`config.mk`:
```
export PLATFORM = sky130hd
export DESIGN_NAME = cgpt_benchmark_engine
export DESIGN_NICKNAME = d
export VERILOG_FILES = /design/src/rtl/cgpt_benchmark_engine.sv
export SDC_FILE = /design/constraint.sdc
export NUM_CORES = 1
export LEC_CHECK = 0
export BUFFER_PORTS_ARGS = -buffer_cell sky130_fd_sc_hd__buf_4
export CORE_MARGIN = 2
export CORE_UTILIZATION = 50
export CTS_CLUSTER_DIAMETER = 30
export CTS_CLUSTER_SIZE = 24
export DETAILED_ROUTE_END_ITERATION = 10
export PLACE_DENSITY = 0.68
export SETUP_SLACK_MARGIN = 0.1
export SKIP_CTS_REPAIR_TIMING = 1
export SLEW_MARGIN = 20
export SYNTH_ARGS = -nofsm -noshare
export SYNTH_HDL_FRONTEND = slang
export SYNTH_SLANG_ARGS = --single-unit
```
`constraint.sdc`:
```
create_clock -name clk -period 2.8 [get_ports clk]
set_clock_uncertainty 0.05 [all_clocks]
set_input_delay 0.28 -clock clk [delete_from_list [all_inputs] [get_ports clk]]
set_output_delay 0.28 -clock clk [all_outputs]
set_load 0.01 [all_outputs]
```
`src/rtl/cgpt_benchmark_engine.sv`:
```
// Multi-mode benchmark core: shift register, Fibonacci LFSR, pattern detector and up/down counter,
// with a load/switch handshake choosing which unit drives data_out. Define MY_PARITY_EN to add a parity output.
module cgpt_benchmark_engine #(
    parameter int                 WIDTH     = 8,
    parameter logic [WIDTH-1:0]   LFSR_TAPS = 8'hB8,
    parameter logic [WIDTH-1:0]   LFSR_SEED = 8'h01,
    parameter int                 PAT_LEN   = 4,
    parameter logic [PAT_LEN-1:0] PATTERN   = 4'b1011
) (
    input  logic             clk,
    input  logic             reset,
    input  logic [1:0]       mode_sel,
    input  logic             mode_load,
    input  logic             data_in,
    input  logic             enable,
    output logic [WIDTH-1:0] data_out,
    output logic             valid,
    output logic             match_pulse
`ifdef MY_PARITY_EN
    ,
    output logic             parity
`endif
);

    localparam int                FILL_W    = $clog2(PAT_LEN + 1);
    localparam logic [FILL_W-1:0] FILL_FULL = FILL_W'(PAT_LEN);
    localparam logic [FILL_W-1:0] FILL_ONE  = FILL_W'(1);
    localparam logic [WIDTH-1:0]  ONE       = WIDTH'(1);
    localparam logic [WIDTH-1:0]  CNT_MAX   = {WIDTH{1'b1}};

    localparam logic [1:0] MODE_SHIFT  = 2'd0;
    localparam logic [1:0] MODE_LFSR   = 2'd1;
    localparam logic [1:0] MODE_DETECT = 2'd2;
    localparam logic [1:0] MODE_UPDOWN = 2'd3;

    typedef enum logic {
        ST_RUN    = 1'b0,
        ST_SWITCH = 1'b1
    } ctrl_e;

`ifdef MY_PARITY_EN
    function automatic logic calc_parity(input logic [WIDTH-1:0] v);
        return ^v;
    endfunction
`endif

    ctrl_e              ctrl_q;
    ctrl_e              ctrl_d;
    logic [1:0]         mode_q;
    logic [1:0]         mode_d;

    logic               clr_shift_s;
    logic               clr_lfsr_s;
    logic               clr_detect_s;
    logic               clr_updown_s;

    logic [WIDTH-1:0]   sr_q;
    logic [WIDTH-1:0]   lfsr_q;
    logic [PAT_LEN-1:0] hist_q;
    logic [FILL_W-1:0]  fill_q;
    logic [WIDTH-1:0]   match_cnt_q;
    logic [WIDTH-1:0]   cnt_q;

    logic [WIDTH-1:0]   lfsr_step_s;
    logic [PAT_LEN-1:0] hist_step_s;
    logic [FILL_W-1:0]  fill_step_s;
    logic [WIDTH-1:0]   cnt_step_s;
    logic               hit_s;

    logic [WIDTH-1:0]   data_out_d;
    logic [WIDTH-1:0]   data_out_q;
    logic               valid_d;
    logic               valid_q;
    logic               match_pulse_d;
    logic               match_pulse_q;

    // Candidate next values of each unit; clear/hold is resolved in the unit registers.
    assign lfsr_step_s = (lfsr_q == {WIDTH{1'b0}}) ? LFSR_SEED
                                                   : {lfsr_q[WIDTH-2:0], ^(lfsr_q & LFSR_TAPS)};
    assign hist_step_s = {hist_q[PAT_LEN-2:0], data_in};
    assign fill_step_s = (fill_q == FILL_FULL) ? fill_q : (fill_q + FILL_ONE);
    assign cnt_step_s  = data_in ? (cnt_q - ONE) : (cnt_q + ONE);
    // A hit needs a full window, so the first PAT_LEN-1 bits after a clear can never match.
    assign hit_s       = enable & (hist_step_s == PATTERN) & (fill_step_s == FILL_FULL);

    // Control state and active mode register.
    always_ff @(posedge clk or posedge reset) begin
        if (reset) begin
            ctrl_q <= ST_RUN;
            mode_q <= MODE_SHIFT;
        end else begin
            ctrl_q <= ctrl_d;
            mode_q <= mode_d;
        end
    end

    // Next control state: a load of a different mode enters SWITCH for exactly one cycle.
    always_comb begin
        ctrl_d = ctrl_q;
        mode_d = mode_q;
        case (ctrl_q)
            ST_RUN: begin
                if (mode_load && (mode_sel != mode_q)) begin
                    ctrl_d = ST_SWITCH;
                    mode_d = mode_sel;
                end else begin
                    ctrl_d = ST_RUN;
                end
            end
            ST_SWITCH: begin
                ctrl_d = ST_RUN;
            end
            default: begin
                ctrl_d = ST_RUN;
            end
        endcase
    end

    // Control outputs: unit clears during SWITCH, output selection during RUN.
    always_comb begin
        clr_shift_s   = 1'b0;
        clr_lfsr_s    = 1'b0;
        clr_detect_s  = 1'b0;
        clr_updown_s  = 1'b0;
        data_out_d    = {WIDTH{1'b0}};
        valid_d       = 1'b0;
        match_pulse_d = 1'b0;
        case (ctrl_q)
            ST_SWITCH: begin
                case (mode_q)
                    MODE_SHIFT:  clr_shift_s  = 1'b1;
                    MODE_LFSR:   clr_lfsr_s   = 1'b1;
                    MODE_DETECT: clr_detect_s = 1'b1;
                    MODE_UPDOWN: clr_updown_s = 1'b1;
                    default:     clr_shift_s  = 1'b0;
                endcase
            end
            ST_RUN: begin
                valid_d       = 1'b1;
                match_pulse_d = hit_s & (mode_q == MODE_DETECT);
                case (mode_q)
                    MODE_SHIFT:  data_out_d = sr_q;
                    MODE_LFSR:   data_out_d = lfsr_q;
                    MODE_DETECT: data_out_d = match_cnt_q;
                    MODE_UPDOWN: data_out_d = cnt_q;
                    default:     data_out_d = sr_q;
                endcase
            end
            default: begin
                valid_d = 1'b0;
            end
        endcase
    end

    // Shift register unit.
    always_ff @(posedge clk or posedge reset) begin
        if (reset) begin
            sr_q <= {WIDTH{1'b0}};
        end else if (clr_shift_s) begin
            sr_q <= {WIDTH{1'b0}};
        end else if (enable) begin
            sr_q <= {sr_q[WIDTH-2:0], data_in};
        end else begin
            sr_q <= sr_q;
        end
    end

    // LFSR unit.
    always_ff @(posedge clk or posedge reset) begin
        if (reset) begin
            lfsr_q <= LFSR_SEED;
        end else if (clr_lfsr_s) begin
            lfsr_q <= LFSR_SEED;
        end else if (enable) begin
            lfsr_q <= lfsr_step_s;
        end else begin
            lfsr_q <= lfsr_q;
        end
    end

    // Pattern detector unit: history window, fill level and saturating hit counter.
    always_ff @(posedge clk or posedge reset) begin
        if (reset) begin
            hist_q      <= {PAT_LEN{1'b0}};
            fill_q      <= {FILL_W{1'b0}};
            match_cnt_q <= {WIDTH{1'b0}};
        end else if (clr_detect_s) begin
            hist_q      <= {PAT_LEN{1'b0}};
            fill_q      <= {FILL_W{1'b0}};
            match_cnt_q <= {WIDTH{1'b0}};
        end else if (enable) begin
            hist_q <= hist_step_s;
            fill_q <= fill_step_s;
            if (hit_s && (match_cnt_q != CNT_MAX)) begin
                match_cnt_q <= match_cnt_q + ONE;
            end else begin
                match_cnt_q <= match_cnt_q;
            end
        end else begin
            hist_q      <= hist_q;
            fill_q      <= fill_q;
            match_cnt_q <= match_cnt_q;
        end
    end

    // Up/down counter unit, wrapping in both directions.
    always_ff @(posedge clk or posedge reset) begin
        if (reset) begin
            cnt_q <= {WIDTH{1'b0}};
        end else if (clr_updown_s) begin
            cnt_q <= {WIDTH{1'b0}};
        end else if (enable) begin
            cnt_q <= cnt_step_s;
        end else begin
            cnt_q <= cnt_q;
        end
    end

    // Registered outputs.
    always_ff @(posedge clk or posedge reset) begin
        if (reset) begin
            data_out_q    <= {WIDTH{1'b0}};
            valid_q       <= 1'b0;
            match_pulse_q <= 1'b0;
        end else begin
            data_out_q    <= data_out_d;
            valid_q       <= valid_d;
            match_pulse_q <= match_pulse_d;
        end
    end

    assign data_out    = data_out_q;
    assign valid       = valid_q;
    assign match_pulse = match_pulse_q;

`ifdef MY_PARITY_EN
    logic parity_q;

    // Parity of the value being registered; data_out_d is already zero during SWITCH.
    always_ff @(posedge clk or posedge reset) begin
        if (reset) begin
            parity_q <= 1'b0;
        end else begin
            parity_q <= calc_parity(data_out_d);
        end
    end

    assign parity = parity_q;
`endif

endmodule
```
==> insert_results.sql <==
INSERT INTO impl_metrics (metric_group, metric, value, unit) VALUES
('outcome', 'outcome', 'finished, final reports clean', ''),
('layout', 'area_delta_synth_final', '12.1', '%'),
('layout', 'final_cell_count_no_fill', '338', ''),
('yosys', 'post_syn_instances', '247', ''),
('worst_setup_path', 'cp-end-kind', 'register', ''),
('sta', 'rsz_0062_raised_after_global_routing', 'false', ''),
('worst_setup_path', 'cp_max_fo', '8', ''),
('power_and_ir_drop', 'internal-power', '1.81', 'mW'),
('drt', 'drt.antenna.violating_nets', '0', ''),
('yosys', 'synthesis.area', '0.00272', 'mm²'),
('floorplanning', 'floorplan.initialDensity', '52.6', '%'),
('drt', 'totalWireLength', '5.12', 'mm'),
('grt', 'grt_usage', '19.1', '%'),
('placed_design', 'place_congestion', '0.789', ''),
('min_path', 'hold_class', 'in -> async', ''),
('layout', 'filler_cell_count', '443', ''),
('grt', 'via_count_of_the_first_global_routing_pass', '1839', ''),
('power_and_ir_drop', 'cellPowerDensity', '908', 'mW/mm²'),
('floorplanning', 'die_height', '77.8', 'µm'),
('power_and_ir_drop', 'maximum_ir_drop_on_the_vdd_rail', '0.549', 'mV'),
('grt', 'wire_length_of_the_first_global_routing_pass', '9.00', 'mm'),
('clock_network', 'cts_max_level', '2', ''),
('drt', 'drc', '0', ''),
('yosys', 'async_reset_ff_share', '100', '%'),
('clock_network', 'clock_insertion_delay_worst_skew', '0.30', 'ns'),
('yosys', 'yosys.cell_types.count', '48', ''),
('layout', 'antenna_cells_inserted', '0', ''),
('layout', 'layout.area.seq', '0.00128', 'mm²'),
('worst_setup_path', 'reg2reg_setup_slack', '0.42', 'ns'),
('power_and_ir_drop', 'switching_share', '34.6', '%'),
('drt', 'number_of_drc_violations_after_detailed_routing_iteration_0', '95', ''),
('sta', 'hold_violations', '0', ''),
('clock_network', 'numCtsBuffers', '5', ''),
('sta', 'setup-tns-final', '0', 'ns'),
('yosys', 'syn_nets', '265', ''),
('sta', 'final_worst_path_period_share', '84.9', '%'),
('worst_setup_path', 'start_kind', 'register', ''),
('worst_setup_path', 'crit_path_end', 'match_cnt_q[7]', ''),
('layout', 'layout_common_cells', 'sky130_fd_sc_hd__dfrtp_1, sky130_fd_sc_hd__nor2_1, sky130_fd_sc_hd__buf_4, sky130_fd_sc_hd__mux2i_1, sky130_fd_sc_hd__and2_1', ''),
('sta', 'finalSetupViolations', '0', ''),
('run', 'maxCapViolCount', '0', ''),
('yosys', 'seq_area_frac_synth', '47.0', '%'),
('power_and_ir_drop', 'combinationalPowerShare', '37.9', '%'),
('placed_design', 'placed_cells_incl_taps', '330', ''),
('worst_setup_path', 'reg2reg_from', 'fill_q[0]', ''),
('layout', 'finalNetCount', '285', ''),
('yosys', 'synth-seq-cells', '51', ''),
('floorplanning', 'design.core.area', '0.00517', 'mm²'),
('sta', 'timing.final.max_slew_violations', '0', ''),
('worst_setup_path', 'r2r_end', 'match_cnt_q[7]', ''),
('sta', 'max_freq', '0.421', 'GHz'),
('clock_network', 'cts_tree', 'yes', ''),
('clock_network', 'cts.path.max_buffers', '2', ''),
('placed_design', 'placed_wire_length_estimate_after_detailed_placement', '3.70', 'mm'),
('power_and_ir_drop', 'leakage', '1.43', 'nW'),
('worst_setup_path', 'crit_type', 'reg -> reg', ''),
('power_and_ir_drop', 'p_switching', '0.957', 'mW'),
('drt', 'dr_total_vias', '1843', ''),
('grt', 'initial_antenna_violation_count', '0', ''),
('layout', 'most_common_cell_after_layout_fill_and_taps_aside', 'sky130_fd_sc_hd__dfrtp_1', ''),
('layout', 'layout-drive-gt1-share', '17.5', '%'),
('power_and_ir_drop', 'power.clock.fraction', '18.1', '%'),
('clock_network', 'path_clk_slew', '0.09', 'ns'),
('worst_setup_path', 'cp.arrival', '2.55', 'ns'),
('yosys', 'synth_top_flop_cell', 'sky130_fd_sc_hd__dfrtp_1', ''),
('power_and_ir_drop', 'seqPwrFrac', '44.0', '%'),
('sta', 'measured_slew_at_the_worst_slew_check_pin', '0.623', 'ns'),
('clock_network', 'cts_sinks', '51', ''),
('grt', 'grt_start_max_net_pins', '52', ''),
('floorplanning', 'placementRows', '26', ''),
('sta', 'timing.slew.headroom', '58.4', '%');
==> stage by stage <==
stage	util [%]	setup slack (ns)	area (µm²)	power, mW	hold slack (ns)
floorplan	-	0.630	2720	1.98	0.382
global placement	56.8	0.534	2940	2.26	0.440
detailed placement	56.8	0.435	2940	2.29	0.442
CTS	58.9	0.417	3050	2.80	0.105
global route	58.9	0.236	3050	2.99	0.157
finish	58.9	0.423	3050	2.77	0.0839
==> worst max-delay path: stages, from the launching register on <==
cell                        delay (ns)
sky130_fd_sc_hd__dfrtp_1          0.41
sky130_fd_sc_hd__inv_1            0.16
sky130_fd_sc_hd__ha_1             0.27
sky130_fd_sc_hd__nand4bb_1        0.24
sky130_fd_sc_hd__a2111oi_4        0.55
sky130_fd_sc_hd__nand2_4          0.12
sky130_fd_sc_hd__or3_1            0.37
sky130_fd_sc_hd__a21oi_1          0.14
==> power by group through the flow <==
stage / registers (mW) / logic [mW] / clock network [mW]
final: 1.22 / 1.05 / 0.501
after floorplan: 1.17 / 0.815 / 0
after global placement: 1.23 / 1.04 / 0
after global routing: 1.26 / 1.19 / 0.545
after detailed placement: 1.23 / 1.06 / 0
after CTS: 1.22 / 1.06 / 0.516
==> cell families (layout without fill, tap and decap cells) <==
logic type                 count (synthesis)  count (layout)  synth area share, %
xor gates and xnor gates                  14              14                 4.51
buffers and inverters                     20              41                 2.94
adders and majority gates                 11              11                 5.34
AOI/OAI and AO/OA                         34              34                 8.60
muxes                                     28              28                 14.1
and+or+nand+nor                           89              89                 17.6
DFF                                       51              51                 47.0
==> cell type report <==
| cell class | count | area share (%) |
|---|---|---|
| inverter | 10 | 1.23 |
| timing repair buffer | 23 | 5.67 |
| multi-input combinational | 176 | 44.7 |
| sequential | 51 | 41.9 |
| tap | 70 | 2.87 |
| clock inverter | 2 | 1.23 |
| clock buffer | 6 | 2.38 |
==> layer usage <==
layer / global-route usage (%) / part of all wire, %
met1: 25.8 / 49
met3: 3.95 / 2.7
met5: 0 / 0
met4: 6.25 / 1.1
met2: 30.9 / 47
==> synthesized netlist by cell type (5+ instances only) <==
cell,n,share of area [%]
sky130_fd_sc_hd__nor2_1,29,4.0
sky130_fd_sc_hd__nor3_1,5,0.92
sky130_fd_sc_hd__nand2_1,8,1.1
sky130_fd_sc_hd__ha_1,10,4.6
sky130_fd_sc_hd__mux2i_1,18,6.6
sky130_fd_sc_hd__dfrtp_1,50,46
sky130_fd_sc_hd__and2_1,11,2.5
sky130_fd_sc_hd__xnor2_1,7,2.3
sky130_fd_sc_hd__mux4_2,8,6.6
sky130_fd_sc_hd__o21ai_0,10,1.8
sky130_fd_sc_hd__inv_1,9,1.2
sky130_fd_sc_hd__nand3_1,8,1.5
sky130_fd_sc_hd__xor2_1,7,2.3
sky130_fd_sc_hd__a21oi_1,10,1.8
==> state kept, by name, summed over array words and instances (netlist names) <==
register     flops
ctrl_q           1
valid            1
match_cnt_q      8
sr_q             8
hist_q           3
mode_q           2
lfsr_q           8
match_pulse      1
cnt_q            8
fill_q           3
data_out         8
==> worst min-delay path by stage <==
stage	cells past startpoint	slack, ns	start	to
2_1_floorplan	1	0.38	mode_sel[0]	mode_q[0]
3_3_place_gp	3	0.44	reset	lfsr_q[6]
3_5_place_dp	3	0.44	reset	data_out[3]
4_1_cts	3	0.10	reset	lfsr_q[6]
5_1_grt	3	0.16	reset	lfsr_q[6]
6_report	3	0.08	reset	lfsr_q[6]
(Power assumes the default switching activity.)
